**config.mk**
```make
export PLATFORM = sky130hd
export DESIGN_NAME = mem_dump_streamer
export DESIGN_NICKNAME = d
export VERILOG_FILES = /design/src/rtl/mem_dump_pkg.sv /design/src/rtl/mem_dump_streamer_stream_out_reg.sv /design/src/rtl/mem_dump_streamer.sv
export SDC_FILE = /design/constraint.sdc
export NUM_CORES = 1
export LEC_CHECK = 0
export ABC_AREA = 1
export BUFFER_PORTS_ARGS = -buffer_cell sky130_fd_sc_hd__buf_2
export CORE_AREA = 2 2 79 81
export CTS_CLUSTER_SIZE = 12
export DETAILED_ROUTE_END_ITERATION = 8
export DIE_AREA = 0 0 81 83
export GPL_ROUTABILITY_DRIVEN = 0
export HOLD_SLACK_MARGIN = 0.05
export PLACE_DENSITY = 0.85
export SETUP_SLACK_MARGIN = 0.02
export SLEW_MARGIN = 5
export SYNTH_ARGS = -nofsm -noshare
export SYNTH_HDL_FRONTEND = slang
export SYNTH_SLANG_ARGS = --single-unit
```
**constraint.sdc**
```tcl
create_clock -name clk -period 1.4 [get_ports clk]
set_clock_uncertainty 0.05 [all_clocks]
set_input_delay 0.14 -clock clk [delete_from_list [all_inputs] [get_ports clk]]
set_output_delay 0.14 -clock clk [all_outputs]
set_load 0.03 [all_outputs]
```
**src/rtl/mem_dump_pkg.sv**
```systemverilog
// Shared types and constants for the memory dump streamer.
// The MEM_DUMP_CHECKSUM_EN build appends an XOR checksum beat at CHECKSUM_ADDR.
package mem_dump_pkg;
    typedef enum logic [1:0] {IDLE, STREAM, DRAIN} dump_state_t;

    localparam int DUMP_ADDR_W   = 5;
    localparam int DUMP_COUNT_W  = 6;
    localparam int CHECKSUM_ADDR = 0;
endpackage

```
**src/rtl/mem_dump_streamer_stream_out_reg.sv**
```systemverilog
// Valid/ready output holding register: loads a new payload, holds it under
// backpressure, and clears valid once the last payload is taken.
module stream_out_reg #(
    parameter int PAYLOAD_W = 8
) (
    input  logic                 clk,
    input  logic                 reset,
    input  logic                 load,
    input  logic                 ready,
    input  logic [PAYLOAD_W-1:0] payload,
    output logic                 valid,
    output logic [PAYLOAD_W-1:0] held
);
    always_ff @(posedge clk or negedge reset) begin
        if (!reset) begin
            valid <= 1'b0;
            held  <= '0;
        end else if (load) begin
            valid <= 1'b1;
            held  <= payload;
        end else if (valid && ready) begin
            valid <= 1'b0;
        end
    end
endmodule

```
**src/rtl/mem_dump_streamer.sv**
```systemverilog
// Walks an address window of the register memory and streams each word out
// over valid/ready, tagged with its address. Option: MEM_DUMP_CHECKSUM_EN.
module mem_dump_streamer
    import mem_dump_pkg::*;
#(
    parameter int WIDTH   = 32,
    parameter int ADDR_W  = DUMP_ADDR_W,
    parameter int COUNT_W = DUMP_COUNT_W
) (
    input  logic               clk,
    input  logic               reset,
    input  logic               start,
    input  logic [ADDR_W-1:0]  base,
    input  logic [COUNT_W-1:0] count,
    output logic [ADDR_W-1:0]  rd_addr,
    input  logic [WIDTH-1:0]   rd_data,
    output logic               m_valid,
    input  logic               m_ready,
    output logic [WIDTH-1:0]   m_data,
    output logic [ADDR_W-1:0]  m_addr,
    output logic               m_last,
    output logic               busy,
    output logic               done
);
    localparam int PW = WIDTH + ADDR_W + 1;

    dump_state_t        state, state_next;
    logic [ADDR_W-1:0]  pointer;
    logic [COUNT_W-1:0] remaining;
    logic               start_ok, can_load, load_data, load_csum, last_load;
    logic               handshake, done_set;
    logic [PW-1:0]      pay_d, pay_q;

`ifdef MEM_DUMP_CHECKSUM_EN
    logic [WIDTH-1:0]   csum;
    logic               csum_pend;
`endif

    assign rd_addr   = pointer;
    assign handshake = m_valid && m_ready;
    assign can_load  = !m_valid || m_ready;

    always_ff @(posedge clk or negedge reset) begin
        if (!reset) state <= IDLE;
        else        state <= state_next;
    end

    always_comb begin
        state_next = state;
        case (state)
            IDLE:    if (start_ok)  state_next = STREAM;
            STREAM:  if (last_load) state_next = DRAIN;
            DRAIN:   if (handshake) state_next = IDLE;
            default: state_next = IDLE;
        endcase
    end

    always_comb begin
        start_ok  = 1'b0;
        done_set  = 1'b0;
        load_data = (remaining != '0) && can_load;
`ifdef MEM_DUMP_CHECKSUM_EN
        load_csum = csum_pend && (remaining == '0) && can_load;
        last_load = load_csum;
`else
        load_csum = 1'b0;
        last_load = load_data && (remaining == COUNT_W'(1));
`endif
        case (state)
            IDLE: begin
                start_ok = start && (count != '0);
                done_set = start && (count == '0);
            end
            DRAIN:   done_set = handshake;
            default: ;
        endcase
    end

    always_comb begin
`ifdef MEM_DUMP_CHECKSUM_EN
        // Data beats never carry last; the trailing checksum beat does.
        if (load_csum) pay_d = {csum, ADDR_W'(CHECKSUM_ADDR), 1'b1};
        else           pay_d = {rd_data, pointer, 1'b0};
`else
        pay_d = {rd_data, pointer, remaining == COUNT_W'(1)};
`endif
    end

    always_ff @(posedge clk or negedge reset) begin
        if (!reset) begin
            pointer   <= '0;
            remaining <= '0;
            busy      <= 1'b0;
            done      <= 1'b0;
        end else begin
            done <= done_set;
            if (start_ok) begin
                pointer   <= base;
                remaining <= count;
                busy      <= 1'b1;
            end else begin
                if (load_data) begin
                    pointer   <= pointer + 1'b1;
                    remaining <= remaining - 1'b1;
                end
                if (state == DRAIN && handshake) busy <= 1'b0;
            end
        end
    end

`ifdef MEM_DUMP_CHECKSUM_EN
    always_ff @(posedge clk or negedge reset) begin
        if (!reset) begin
            csum      <= '0;
            csum_pend <= 1'b0;
        end else if (start_ok) begin
            csum      <= '0;
            csum_pend <= 1'b1;
        end else begin
            if (load_data) csum <= csum ^ rd_data;
            if (load_csum) csum_pend <= 1'b0;
        end
    end
`endif

    stream_out_reg #(.PAYLOAD_W(PW)) u_out (
        .clk     (clk),
        .reset   (reset),
        .load    (load_data || load_csum),
        .ready   (m_ready),
        .payload (pay_d),
        .valid   (m_valid),
        .held    (pay_q)
    );

    assign {m_data, m_addr, m_last} = pay_q;
endmodule

```
======== After elaboration in Yosys (flattened, before gate mapping) ========
Cells that the tools add are included.
W data, S select, Z words.
word-level totals
  flip-flop bits (word level) ............. 54
  bits of input ports ..................... 47
  output and inout bits ................... 46
  word-level logic and storage cells ...... 45
operators by class
  add/sub/neg operators ................... 2
  eq/ne operators ......................... 6
  muxes and demuxes ....................... 14
  reduce and logical (&&, ||, !) cells .... 16
operators with widths
  operator               count
  $mux W6                2
  $reduce_bool A6 Y1     2
  $mux W5                2
  $eq A6 B1 Y1 const B   1
  $logic_and A1 B1 Y1    6
  $logic_not A6 Y1       1
  $mux W2                3
  $ne A2 B2 Y1 const B   3
  $pmux W2 S3            1
  $reduce_bool A2 Y1     3
  $sub A6 B1 Y6 const B  1
  $add A5 B1 Y5 const B  1
  $mux W1                5
  $reduce_and A3 Y1      1
  $eq A2 B1 Y1 const B   1
  $eq A2 B2 Y1 const B   1
  $logic_not A2 Y1       1
  $pmux W1 S2            1
  $logic_not A1 Y1       1
  $logic_or A1 B1 Y1     1

======== Logic depth before layout (Yosys ltp) ========
  word-level depth ........................ 6
  mapped depth ............................ 9
  mapped depth without buffers ............ 9

======== By module ========
From an unflattened synthesis, not the netlist that was laid out.
second synthesis, totals
  cells, all modules ...................... 302
  area, all modules ....................... 2492.4 um^2
by module, submodules not included
  module             times used  cells an instance  area an instance (um^2)  seq. area each (um^2)
  stream_out_reg     1           165                1475.2                   975.9
  mem_dump_streamer  1           137                1017.2                   375.4

======== Least setup slack after synthesis ========
OpenSTA, ideal clock, no wires.
  path kind ............................... register to register
  start ................................... register remaining[0]
  end ..................................... register u_out.held[10]
  library setup time ...................... 117 ps
  arrival time ............................ 1354 ps
  required time ........................... 1233 ps
  path slack .............................. -120 ps
  cell stages (with the launch flop) ...... 10
  buffers on the path ..................... 2
  period minus slack after synthesis ...... 1520 ps
  cell sequence ........................... dfrtp_1 -> inv_1 -> ha_1 -> nand3_2 -> nand2_2 -> buf_6 -> inv_4 -> buf_6 -> nand2_1 -> nand2_1
between the ends
  cells in the longest elaborated chain, start to end .. 2
ends and longest elaborated chain
  item                      RTL line                                text
  start: declaration        mem_dump_streamer.sv:29                 logic [COUNT_W-1:0] remaining;
  start signal: assignment  mem_dump_streamer.sv:99                 remaining <= count;
  start signal: assignment  mem_dump_streamer.sv:104                remaining <= remaining - 1'b1;
  $reduce_bool A6 Y1        mem_dump_streamer.sv:61                 load_data = (remaining != '0) && can_load;
  $logic_and A1 B1 Y1       mem_dump_streamer.sv:61
  end signal: assignment    mem_dump_streamer_stream_out_reg.sv:20  held <= payload;
  end: declaration          mem_dump_streamer_stream_out_reg.sv:12  output logic [PAYLOAD_W-1:0] held
No other way between the ends.
A chain may end at the register's enable or synchronous reset.

======== Worst setup path in the final report ========
  start ................................... register remaining[0]
  end ..................................... register pointer[1], in the netlist rd_addr[1]
between the ends
  cells in the longest elaborated chain, start to end .. 3
ends and longest elaborated chain
  item                                 RTL line                  text
  $reduce_bool A6 Y1                   mem_dump_streamer.sv:61
  $logic_and A1 B1 Y1                  mem_dump_streamer.sv:61
  $reduce_bool A2 Y1 (no source line)  --
  end signal: assignment               mem_dump_streamer.sv:98   pointer <= base;
  end signal: assignment               mem_dump_streamer.sv:103  pointer <= pointer + 1'b1;
  end: declaration                     mem_dump_streamer.sv:28   logic [ADDR_W-1:0] pointer;
No other way between the ends.

==> reports/results.ini <==
[logic_synthesis]
postSynthAreaPerCell_um2 = 8.20
synth_cells = 306
netlist_area_mm2 = 0.00251
ys_ff_latch = 54
yosysSeqAreaShare = 0.538
synth_cell_types = 23
syn_nets = 356
yosysWarnings = 0

[worst_setup_path]
cp_max_fo = 10
cp_num_buf_inv = 2
crit_family = simple AND/OR/NAND/NOR gates
crit_chain = inv_2 > ha_4 > nand3_4 > nand2_8 > buf_4 > nand3_1 > nand3_1
r2r-start = remaining[0]$_DFFE_PN0P_
criticalPathCategory = register to register
rr_worst_depth = 7
slowest_delay_ns = 0.41
endpoint_kind = register
crit_required_ns = 1.59
timing.rr.end = rd_addr[1]$_DFFE_PN0P_
ff2ff_setup_slack_ns = 0.02
cp-start-kind = register
critPathArrivalTime_ns = 1.57
path_common_cell = nand3_1
critPathSlowestCell = dfrtp_1

[timing]
fin_crit_sh = 0.985
rsz0062_at_grt = true
hold_ws_ns = 0.109
finalHoldViolCount = 0
max_freq_mhz = 725
totalNegativeSetupSlack_ns = 0
setup_ws_ns = 0.0206
finalCriticalPeriod_ns = 1.38
worst_slew_pin_slew_ns = 0.292
setup_violations = 0
slew_violations = 0
slew_headroom = 0.805

[global_routing]
grtUsageTotal = 0.204
antenna_found_initial = 0
grt_pass1_wl_um = 10600
grt_start_max_net_pins = 55
overflow = 0
grt_pass1_vias = 2431

[power]
power.total_mw = 7.96
share_comb_of_total_power = 0.546
pwr-share-clk = 0.130
swShare = 0.460
seq_power_share = 0.324
p_per_area_mw_per_mm2 = 2120
leakage_nw = 2.10
ir_drop_v = 0.00113
power.internal_mw = 4.30
switching_power_mw = 3.66

[cts]
root_buffer = clkbuf_8
clkTransAtPathRegs_ns = 0.09
cts_buffers = 5
clock_sinks = 54
htreeDepth = 2
clock_latency_ns = 0.30
tritoncts = built
cts_buffer_depth = 2

[cells_and_area]
final_common_cell = nand2_1
final_cell_mix = nand2_1 (166), buf_2 (92), dfrtp_1 (54), dlygate4sd3_1 (37), buf_4 (26)
utilization = 0.645
finalNetCount = 507
diodes = 0
drive_above_1_share = 0.328
regArea_mm2 = 0.00135
fin_area_mm2 = 0.00375
layout.cells.non_filler = 532
nFillCells = 466
syn_to_final_growth_pct = 49.5
multi_input_area_mm2 = 0.00104

[placement]
dp_hpwl_um = 4180
placed_area_mm2 = 0.00314
dpl.cell_count = 481
dp_slack_ns = -0.131
port-buffer-count = 92

[detailed_routing]
drtAntennaViolNets = 0
dr_total_vias = 2535
drtPass1Iterations = 5
drc = 0
wire_per_inst_um = 13.0
viasPerCell = 4.77
drt_wl_total_um = 6900
drtIter0Drc = 200

[die]
die-area_mm2 = 0.00672
die_w_um = 81
pin_count = 93
num_rows = 28
start_util = 0.432
die_height_um = 83
core_area_mm2 = 0.00582

[min_path]
hold_class = input pin to register
holdPathEnd = state[1]$_DFFE_PN0P_
hp-start = m_ready
holdPathStages = 4

[run]
maxCapViolations = 0

[status]
status = complete, no violations

## how the worst max path moves through the flow
| stage | startpoint | endpoint | slack [ns] | cells after the start |
|---|---|---|---|---|
| floorplan | remaining[0]$_DFFE_PN0P_ | u_out.held[10]$_DFFE_PN0P_ | -0.01 | 9 |
| global placement | remaining[1]$_DFFE_PN0P_ | state[0]$_DFFE_PN0P_ | -0.04 | 8 |
| detailed placement | remaining[1]$_DFFE_PN0P_ | state[0]$_DFFE_PN0P_ | -0.13 | 8 |
| CTS | remaining[0]$_DFFE_PN0P_ | remaining[0]$_DFFE_PN0P_ | 0.02 | 8 |
| global route | remaining[0]$_DFFE_PN0P_ | rd_addr[1]$_DFFE_PN0P_ | -0.05 | 7 |
| finish | remaining[0]$_DFFE_PN0P_ | rd_addr[1]$_DFFE_PN0P_ | 0.02 | 7 |
## final cells by class
class | instances | area share
sequential | 54 | 0.360
inverter | 15 | 0.0190
multi-input combinational | 222 | 0.278
timing repair buffer | 159 | 0.288
clock buffer | 6 | 0.0220
tap | 75 | 0.0250
clock inverter | 1 | 0.00800
## kinds of logic (layout without fill, tap and decap cells)
family	after synthesis	in the layout	share of synthesized area
adder cells (fa/ha/maj)	3	3	0.0150
buffers and inverters	30	181	0.0743
XOR/XNOR	2	2	0.00698
flip-flops	54	54	0.538
AND/OR/NAND/NOR	212	212	0.354
AO/OA/AOI/OAI	5	5	0.0110
## cells in the mapped netlist
cell        n  area (µm²)
nand2_2     3        18.8
nand3_2     2        20.0
nor2_2      1        6.26
and3_1      1        6.26
nand3_1    20         100
nor2_1      7        26.3
nand2_1   169         634
nor3_4      1        16.3
dfrtp_1    54        1350
xor2_1      2        17.5
nand3b_1    2        15.0
o21ai_0     4        20.0
nand2_4     2        22.5
nor3_1      1        5.00
buf_4       9        67.6
ha_1        3        37.5
inv_1      13        48.8
inv_4       1        6.26
o21bai_1    1        7.51
clkbuf_1    1        3.75
nand4_1     3        18.8
inv_2       1        3.75
buf_6       5        56.3
## tightest hold or removal path: stages
cell and delay, ns:
buf_2 0.09, nand2_1 0.06, nand2_1 0.07, o21ai_0 0.07
## flip-flops by register name, indices dropped and copies added (netlist names)
register,flops
u_out.held,38
u_out.valid,1
done,1
rd_addr,5
busy,1
remaining,6
state,2
## routing by layer
metal	wire [µm]	global-route usage	vias up
li1	-	-	1237
met1	2670	0.214	1176
met2	3650	0.379	108
met3	437	0.0500	14
met4	153	0.0786	0
met5	0	0	-
## power by group through the flow
stage	logic (mW)	clock network [mW]	registers (mW)
floorplan	1.87	0	3.46
detailed placement	3.93	0	2.56
finish	4.35	1.03	2.58
global placement	3.82	0	2.53
global route	4.77	1.15	2.63
CTS	4.19	1.07	2.55
## timing repair
action / CTS / global route
endpoints found under the setup margin: 50 / 39
endpoints found under the hold margin: 90 / 0
setup buffers: 6 / 2
gates resized for setup: 9 / 11
hold buffers: 37 / 0
pin swaps: 2 / 11
(Power assumes the default switching activity.)
